**config.mk**
```make
export PLATFORM = sky130hd
export DESIGN_NAME = dual_grant_sequencer_flat
export DESIGN_NICKNAME = d
export VERILOG_FILES = /design/src/rtl/dual_grant_sequencer_pkg.sv /design/src/rtl/dual_grant_sequencer_if.sv /design/src/rtl/dual_grant_sequencer_grant_channel.sv /design/src/rtl/dual_grant_sequencer.sv /design/src/flat_wrapper.sv
export SDC_FILE = /design/constraint.sdc
export NUM_CORES = 1
export LEC_CHECK = 0
export ABC_AREA = 1
export BUFFER_PORTS_ARGS = -buffer_cell sky130_fd_sc_hd__buf_2
export CORE_UTILIZATION = 54
export CTS_CLUSTER_DIAMETER = 200
export DETAILED_ROUTE_END_ITERATION = 8
export PLACE_DENSITY_LB_ADDON = 0.3
export SLEW_MARGIN = 30
export SYNTH_ARGS = -nofsm -noshare
export SYNTH_HDL_FRONTEND = slang
export SYNTH_SLANG_ARGS = --single-unit
export TNS_END_PERCENT = 100
```
**constraint.sdc**
```tcl
create_clock -name clk -period 2.7 [get_ports clk]
set_input_delay 0.135 -clock clk [delete_from_list [all_inputs] [get_ports clk]]
set_output_delay 0.135 -clock clk [all_outputs]
set_load 0.02 [all_outputs]
```
**src/rtl/dual_grant_sequencer_pkg.sv**
```systemverilog
// Shared constants, state encoding and index helpers for the dual-grant sequencer
// and the priority encoder it wraps.
package dpe_pkg;

    localparam int N = 12;
    localparam int IW = 4;
    localparam logic [IW-1:0] IDX_NONE = '0;

    typedef enum logic {
        IDLE  = 1'b0,
        ISSUE = 1'b1
    } state_e;

    // Index k (1..N) selects request bit k-1; zero and out-of-range indices map to no bit.
    function automatic logic [N-1:0] idx_to_onehot(input logic [IW-1:0] idx);
        logic [N-1:0] oh;
        oh = '0;
        for (int k = 1; k <= N; k++) begin
            if (idx == IW'(k)) oh[k-1] = 1'b1;
        end
        return oh;
    endfunction

endpackage

```
**src/rtl/dual_grant_sequencer_if.sv**
```systemverilog
// Request/encoder/grant bundle. master = sequencer side, slave = environment side.
interface dual_grant_sequencer_if import dpe_pkg::*; #(parameter int CW = 16);

    logic [N-1:0]  req_in;
    logic [N-1:0]  req_pend;
    logic [IW-1:0] first;
    logic [IW-1:0] second;
    // Each grant channel: a transfer happens on a clock edge where valid and ready are
    // both high; valid and idx hold steady until then, and ready with valid low is ignored.
    logic          g0_valid;
    logic [IW-1:0] g0_idx;
    logic          g0_ready;
    logic          g1_valid;
    logic [IW-1:0] g1_idx;
    logic          g1_ready;
    logic          busy;
    logic [CW-1:0] grant_count;

    modport master (
        input  req_in, first, second, g0_ready, g1_ready,
        output req_pend, g0_valid, g0_idx, g1_valid, g1_idx, busy, grant_count
    );

    modport slave (
        output req_in, first, second, g0_ready, g1_ready,
        input  req_pend, g0_valid, g0_idx, g1_valid, g1_idx, busy, grant_count
    );

endinterface

```
**src/rtl/dual_grant_sequencer_grant_channel.sv**
```systemverilog
// One grant channel: loads an index, holds it until accepted, and reports which
// request bit the acceptance retires.
module grant_channel import dpe_pkg::*; (
    input  logic          clk,
    input  logic          reset,
    input  logic          load,
    input  logic [IW-1:0] load_idx,
    input  logic          ready,
    output logic          valid,
    output logic [IW-1:0] idx,
    output logic          fire,
    output logic [N-1:0]  clr
);

    logic          valid_q, valid_d;
    logic [IW-1:0] idx_q, idx_d;

    assign fire  = valid_q & ready;
    assign clr   = fire ? idx_to_onehot(idx_q) : '0;
    assign valid = valid_q;
    assign idx   = idx_q;

    // Loads only occur while the channel is empty, so load and fire never overlap.
    always_comb begin
        valid_d = valid_q;
        idx_d   = idx_q;
        if (load) begin
            valid_d = 1'b1;
            idx_d   = load_idx;
        end else if (fire) begin
            valid_d = 1'b0;
            idx_d   = IDX_NONE;
        end
    end

    always_ff @(posedge clk) begin
        if (reset) begin
            valid_q <= 1'b0;
            idx_q   <= IDX_NONE;
        end else begin
            valid_q <= valid_d;
            idx_q   <= idx_d;
        end
    end

endmodule

```
**src/rtl/dual_grant_sequencer.sv**
```systemverilog
// Sticky request accumulator around a dual priority encoder, issuing the encoder's
// two picks as independent grants and retiring requests only on acceptance.
module dual_grant_sequencer import dpe_pkg::*; #(parameter int CW = 16) (
    input  logic                   clk,
    input  logic                   reset,
    dual_grant_sequencer_if.master bus,
    output state_e                 dbg_state
);

    logic [N-1:0]  pend_q, pend_d;
    logic [N-1:0]  inflight_q, inflight_d;
    state_e        state_q, state_d;
    logic [CW-1:0] cnt_q, cnt_d;
    logic [CW:0]   cnt_sum;

    logic [N-1:0]  first_oh, second_oh;
    logic          load0, load1;
    logic          v0, v1, fire0, fire1;
    logic [IW-1:0] idx0, idx1;
    logic [N-1:0]  clr0, clr1;

    assign first_oh  = idx_to_onehot(bus.first);
    assign second_oh = idx_to_onehot(bus.second);
    assign load0     = (state_q == IDLE) && (first_oh != '0);
    assign load1     = (state_q == IDLE) && (second_oh != '0) && (bus.second != bus.first);

    grant_channel u_ch0 (
        .clk(clk), .reset(reset), .load(load0), .load_idx(bus.first), .ready(bus.g0_ready),
        .valid(v0), .idx(idx0), .fire(fire0), .clr(clr0)
    );

    grant_channel u_ch1 (
        .clk(clk), .reset(reset), .load(load1), .load_idx(bus.second), .ready(bus.g1_ready),
        .valid(v1), .idx(idx1), .fire(fire1), .clr(clr1)
    );

    // A request arriving on the same edge its grant is accepted survives: set beats clear.
    always_comb begin
        pend_d     = (pend_q & ~(clr0 | clr1)) | bus.req_in;
        inflight_d = inflight_q & ~(clr0 | clr1);
        if (load0) inflight_d = inflight_d | first_oh;
        if (load1) inflight_d = inflight_d | second_oh;

        cnt_sum = {1'b0, cnt_q} + (CW+1)'(fire0) + (CW+1)'(fire1);
        cnt_d   = cnt_sum[CW] ? {CW{1'b1}} : cnt_sum[CW-1:0];

        state_d = state_q;
        case (state_q)
            IDLE:    if (load0 || load1) state_d = ISSUE;
            ISSUE:   if (!(v0 && !fire0) && !(v1 && !fire1)) state_d = IDLE;
            default: state_d = IDLE;
        endcase
    end

    always_ff @(posedge clk) begin
        if (reset) begin
            pend_q     <= '0;
            inflight_q <= '0;
            state_q    <= IDLE;
            cnt_q      <= '0;
        end else begin
            pend_q     <= pend_d;
            inflight_q <= inflight_d;
            state_q    <= state_d;
            cnt_q      <= cnt_d;
        end
    end

    // Masking from registers only keeps the encoder outputs off the req_pend path.
    assign bus.req_pend    = pend_q & ~inflight_q;
    assign bus.g0_valid    = v0;
    assign bus.g0_idx      = idx0;
    assign bus.g1_valid    = v1;
    assign bus.g1_idx      = idx1;
    assign bus.busy        = (state_q == ISSUE);
    assign bus.grant_count = cnt_q;
    assign dbg_state       = state_q;

endmodule
```
**src/flat_wrapper.sv**
```systemverilog
// flat-port wrapper written by rule: the top's interface ports become plain ports
module dual_grant_sequencer_flat import dpe_pkg::*;
#(parameter int CW = 16)
  (clk, reset, dbg_state, bus_req_in, bus_first, bus_second, bus_g0_ready, bus_g1_ready, bus_req_pend, bus_g0_valid, bus_g0_idx, bus_g1_valid, bus_g1_idx, bus_busy, bus_grant_count);
  dual_grant_sequencer_if #(.CW(CW)) bus_i ();
  input  logic clk;
  input  logic reset;
  output state_e dbg_state;
  input wire logic [$bits(bus_i.req_in)-1:0] bus_req_in;
  input wire logic [$bits(bus_i.first)-1:0] bus_first;
  input wire logic [$bits(bus_i.second)-1:0] bus_second;
  input wire logic [$bits(bus_i.g0_ready)-1:0] bus_g0_ready;
  input wire logic [$bits(bus_i.g1_ready)-1:0] bus_g1_ready;
  output wire logic [$bits(bus_i.req_pend)-1:0] bus_req_pend;
  output wire logic [$bits(bus_i.g0_valid)-1:0] bus_g0_valid;
  output wire logic [$bits(bus_i.g0_idx)-1:0] bus_g0_idx;
  output wire logic [$bits(bus_i.g1_valid)-1:0] bus_g1_valid;
  output wire logic [$bits(bus_i.g1_idx)-1:0] bus_g1_idx;
  output wire logic [$bits(bus_i.busy)-1:0] bus_busy;
  output wire logic [$bits(bus_i.grant_count)-1:0] bus_grant_count;
  assign bus_i.req_in = bus_req_in;
  assign bus_i.first = bus_first;
  assign bus_i.second = bus_second;
  assign bus_i.g0_ready = bus_g0_ready;
  assign bus_i.g1_ready = bus_g1_ready;
  assign bus_req_pend = bus_i.req_pend;
  assign bus_g0_valid = bus_i.g0_valid;
  assign bus_g0_idx = bus_i.g0_idx;
  assign bus_g1_valid = bus_i.g1_valid;
  assign bus_g1_idx = bus_i.g1_idx;
  assign bus_busy = bus_i.busy;
  assign bus_grant_count = bus_i.grant_count;
  dual_grant_sequencer #(.CW(CW)) u_core (.clk(clk), .reset(reset), .bus(bus_i), .dbg_state(dbg_state));
endmodule
```
* Word level (Yosys, flattened, before mapping)
Index checks and enable logic that the tools add are counted.
** Word-level totals
- Bits in registers :: 51
- Latch bits :: 0
- Memory bits (writable) :: 0
- Bits in read-only memories :: 0
- Input port bits :: 24
- Output and inout port bits :: 40
- Logic and storage cells :: 150
- Memories kept :: 0
** Cells by class
- Add/subtract/negate cells :: 2
- Multipliers :: 0
- Div/mod/pow operators :: 0
- Magnitude comparators :: 0
- Eq/ne operators :: 49
- Shifts and indexed selects :: 0
- Muxes and demuxes :: 64
- Bitwise gates (word level) :: 12
- Reductions and logical operators :: 15
** Operators by type and width (number)
- $eq 4x4->1 const B :: 20
- $eq 4x3->1 const B :: 16
- $mux 1 :: 54
- $mux 12 :: 4
- $or 12x12->12 :: 4
- $and 12x12->12 :: 3
- $eq 4x2->1 const B :: 8
- $not 12->12 :: 2
- $reduce_bool 12->1 :: 2
- $add 16x1->17 :: 1
- $add 17x1->17 :: 1
- $eq 4x1->1 const B :: 4
- $mux 16 :: 1
- $mux 4 :: 4
- $logic_and 1x1->1 :: 6
- $logic_not 1->1 :: 4
- $ne 4x4->1 :: 1
- $reduce_bool 2->1 :: 2
- $and 1x1->1 :: 2
- $pmux 1 s2 :: 1
- $logic_or 1x1->1 :: 1
- $not 1->1 :: 1

* Logic depth before layout (Yosys ltp)
- Word-level depth :: 10
- Gate-level depth with buffers :: 12
- Depth with buffers taken out :: 12

* Hierarchy
A second synthesis with hierarchy kept.
** Second synthesis, totals
- Cell total of the unflattened synthesis :: 431
- Area, all modules :: 2756.4 um^2
** Modules (own cells, without submodules)
- dual_grant_sequencer :: instances 1, cells an instance 337, area an instance 2173.3 um^2, seq. area each 820.8 um^2
- grant_channel :: instances 2, cells an instance 47, area an instance 291.5 um^2, seq. area each 100.1 um^2

* Worst setup path after synthesis
Ideal clock, no wire load.
- Path type :: register to register
- From :: register u_core.u_ch0.valid_q, in the netlist u_core.u_ch0.valid
- To :: register u_core.cnt_q[10], in the netlist u_core.bus.grant_count[10]
- Library setup time :: 110 ps
- Data arrival time :: 1938 ps
- Data required time :: 2590 ps
- Path slack :: 653 ps
- Cell stages (with the launch flop) :: 12
- Path buffers :: 0
- Clock period less this slack :: 2047 ps
- Cells stage by stage :: dfxtp_1 -> nand2_1 -> fa_1 -> inv_1 -> ha_1 -> nand3_2 -> nor3_4 -> nand2_2 -> xor2_1 -> nand2_1 -> nand2_1 -> inv_1
** On the way
- Longest elaborated chain between the ends :: 4
** Ends and longest elaborated chain
- from (decl) :: RTL line dual_grant_sequencer_grant_channel.sv:15 : logic valid_q, valid_d;
- from (signal assigned) :: RTL line dual_grant_sequencer_grant_channel.sv:41 : valid_q <= valid_d;
- $and 1x1->1 :: RTL line dual_grant_sequencer_grant_channel.sv:18 : assign fire = valid_q & ready;
- $add 16x1->17 :: RTL line dual_grant_sequencer.sv:44 : cnt_sum = {1'b0, cnt_q} + (CW+1)'(fire0) + (CW+1)'(fire1);
- $add 17x1->17 :: RTL line dual_grant_sequencer.sv:44
- $mux 16 :: RTL line dual_grant_sequencer.sv:45 : cnt_d = cnt_sum[CW] ? {CW{1'b1}} : cnt_sum[CW-1:0];
- to (signal assigned) :: RTL line dual_grant_sequencer.sv:65 : cnt_q <= cnt_d;
- to (decl) :: RTL line dual_grant_sequencer.sv:13 : logic [CW-1:0] cnt_q, cnt_d;
No other way between the ends.
A chain may end at the register's enable or synchronous reset.

* Worst setup path in the final report
- From :: register u_core.u_ch1.valid_q, in the netlist u_core.u_ch1.valid
- To :: register u_core.cnt_q[14], in the netlist u_core.bus.grant_count[14]
** On the way
- Longest elaborated chain between the ends :: 3
** Ends and longest elaborated chain (RTL line)
- from (decl) :: dual_grant_sequencer_grant_channel.sv:15
- from (signal assigned) :: dual_grant_sequencer_grant_channel.sv:41
- $and 1x1->1 :: dual_grant_sequencer_grant_channel.sv:18
- $add 17x1->17 :: dual_grant_sequencer.sv:44
- $mux 16 :: dual_grant_sequencer.sv:45
No other way between the ends.

==> flow_summary_export.csv <==
group,metric,value,unit
sta,rsz0062_at_grt,"false",
clock_tree,cts_tree,"done",
die,initial_core_util,0.558,
clock_tree,path_clk_slew,90,ps
finish,drive_above_1_share,0.217,
global_route,antenna_found_initial,0,
sta,post-route-period-util,0.781,
placed_design,hpwl,5200,um
worst_setup_path,crit_end,"u_core.bus.grant_count[14]",
job,drv_cap,0,
sta,finalSetupViolCount,0,
placed_design,place_congestion,0.923,
route,dr.first_iter.drc_count,254,
route,viasPerCell,5.06,
power,p_switching,509,uW
worst_setup_path,critPathMaxFanout,13,
yosys,ys_ff_latch,51,
clock_tree,clockBufferDepth,2,
worst_setup_path,r2r-end,"u_core.bus.grant_count[14]",
sta,hold_viol_final,0,
worst_setup_path,critPathKind,"reg2reg",
power,p_int,1.20,mW
finish,diodes,0,
clock_tree,cts.sinks,51,
die,die_w,74.6,um
sta,maxSlewViolCount,0,
die,core,0.00511,sq mm
die,die_height,74.6,um
sta,fmaxAchievable,0.474,GHz
yosys,ys_seq_area_frac,0.359,
worst_setup_path,worst_setup_path_start_kind,"flip-flop",
yosys,synth_area,0.00285,sq mm
worst_setup_path,reg2reg_from,"u_core.u_ch1.valid",
clock_tree,numCtsBuffers,5,
global_route,grt_pass1_wl,11100,um
clock_tree,cts_resized,0,
worst_hold_path,hp-class,"in2reg",
worst_setup_path,r2r_slack,590,ps
die,num_rows,26,
worst_setup_path,setup.worst_path.start,"u_core.u_ch1.valid",
route,avgRoutedWirePerCell,12.3,um
clock_tree,cts_max_level,2,
power,p_clk_frac,0.327,
sta,relSlewSlack,0.431,
route,wirelength,6990,um
clock_tree,post-cts-setup-buffers,0,
die,fp.dieArea,0.00557,sq mm
power,seqPwrFrac,0.487,
yosys,synth_nets,460,
power,sw_frac_of_total,0.298,
route,ant_nets,0,
worst_setup_path,cp.arrival,2380,ps
worst_setup_path,end_kind,"flip-flop",
power,leakage,1.73,nW
global_route,grt_pass1_vias,2483,
global_route,grt.total_usage,0.267,
clock_tree,postCtsHoldBufs,0,
yosys,synth_area_per_cell,6.56,sq um
yosys,syn_inst,434,
sta,finalSetupTns,0,ps
power,combPwrFrac,0.186,
power,worst_ir_drop_vdd,0.210,mV
worst_setup_path,reg2reg_depth,10,
clock_tree,clock_latency,310,ps
yosys,synth_cell_type_count,33,
finish,fin_util,0.653,
outcome,outcome,"completed",
sta,worstMarginPinSlew,847,ps
yosys,synth_warnings,0,
route,drt_first_pass_iters,5,
global_route,grt_overflow,0,
finish,fin_nets,523,
worst_setup_path,crit_required,2970,ps
die,pin_count,64,
power,pwr_density_cell,512,mW/mm^2
route,num_vias,2875,
route,drcViolationCount,0,
clock_tree,cts-root-buf,"clkbuf_8",
sta,finClkSkew,6.96,ps
placed_design,io_buffers,63,
finish,area.growth.synth_to_final,17.0,%
sta,fin_crit,2110,ps
global_route,grt_max_degree,26,
power,power,1.71,mW
## layout by cell type, fill, tap and decap left out, types with 7 or more instances in the layout
master / Yosys / layout
nand3_1: 51 / 51
inv_1: 77 / 77
nor2_1: 38 / 38
buf_2: 1 / 63
nand4_1: 8 / 8
nand2_1: 97 / 97
a21oi_1: 43 / 43
nand2_2: 7 / 7
dfxtp_1: 51 / 51
inv_2: 9 / 9
## per-stage QoR
stage	hold WS, ps	setup slack, ps	area, sq um	std cells
floorplan	269	653	2850	434
global placement	375	680	3220	560
detailed placement	380	631	3220	560
CTS	49.0	589	3330	568
global route	52.7	357	3330	568
finish	50.5	591	3330	568
## power by group through the flow
stage / Combinational [mW] / Clock, mW / Sequential (mW)
after floorplan: 0.198 / 0 / 0.862
after global placement: 0.308 / 0 / 0.847
after detailed placement: 0.314 / 0 / 0.848
after CTS: 0.316 / 0.566 / 0.830
after global routing: 0.354 / 0.597 / 0.836
final: 0.317 / 0.558 / 0.831
## how the worst min path moves through the flow
stage / start / to / slack (ps) / depth (start not counted)
after floorplan: bus_req_in[0] / u_core.pend_q[0] / 270 / 2
after global placement: bus_req_in[11] / u_core.pend_q[11] / 380 / 3
after detailed placement: bus_req_in[1] / u_core.pend_q[1] / 380 / 3
after CTS: bus_req_in[1] / u_core.pend_q[1] / 50 / 3
after global routing: bus_req_in[1] / u_core.pend_q[1] / 50 / 3
final: bus_req_in[1] / u_core.pend_q[1] / 50 / 3
## critical path, cell delays in order (launching register included)
cell,delay (ps)
dfxtp_1,370
nand2_2,140
fa_1,380
inv_1,100
ha_1,200
nand3_2,140
inv_2,100
nand4_2,310
nand3_1,200
nand2_1,70
inv_1,50
## routing by layer
metal  global-route usage  wire length (um)  part of all wire  vias to the layer above
met5                    0                 0                 0                        -
met4                0.136               212             0.030                        0
met3               0.0602               510             0.073                       18
met2                0.434              3260              0.47                       95
met1                0.332              3000              0.43                     1277
li1                     -                 -                 -                     1485
## cell type report
class / instances / area, sq um
Multi-Input combinational cell: 287 / 1450
Inverter: 88 / 333
Tap cell: 70 / 87.6
Clock inverter: 2 / 35.0
Sequential cell: 51 / 1020
Clock buffer: 6 / 82.6
Timing Repair Buffer: 64 / 323
Fill cell: 453 / 1770
## sequential cells by signal (all words and copies together), names as in the netlist
| name | flops |
|---|---|
| u_core.u_ch1.valid | 1 |
| u_core.inflight_q | 12 |
| u_core.u_ch1.idx | 4 |
| u_core.bus.busy | 1 |
| u_core.pend_q | 12 |
| u_core.bus.grant_count | 16 |
| u_core.u_ch0.idx | 4 |
| u_core.u_ch0.valid | 1 |
## cells by family after synthesis
kind of cell,after synthesis,synth area share
flip-flops,51,0.359
XOR/XNOR,9,0.0277
buffers and inverters,96,0.132
AO/OA/AOI/OAI,51,0.0962
AND/OR/NAND/NOR,225,0.374
adder cells (fa/ha/maj),2,0.0114
## cells in the mapped netlist
cell type,number,area share
nand2_1,97,0.13
inv_1,77,0.10
dfxtp_1,51,0.36
nand3_1,51,0.090
a21oi_1,43,0.076
nor2_1,38,0.050
inv_2,9,0.012
nand4_1,8,0.018
nand2_2,7,0.015
nor3_1,6,0.011
xor2_1,6,0.018
clkbuf_1,5,0.0066
nor2_2,5,0.011
nand3_2,4,0.014
nor2_4,3,0.012
o21ai_1,3,0.0053
xnor2_1,3,0.0092
nand2_4,2,0.0079
nor3_4,2,0.011
a21oi_4,1,0.0057
a31oi_1,1,0.0022
buf_2,1,0.0018
buf_4,1,0.0026
buf_6,1,0.0040
clkinv_1,1,0.0013
fa_1,1,0.0070
ha_1,1,0.0044
inv_4,1,0.0022
nand3b_1,1,0.0026
nand4_2,1,0.0044
o21ai_0,1,0.0018
o21ai_2,1,0.0031
o31ai_1,1,0.0026
No activity file was read; power rests on OpenSTA's default activity.
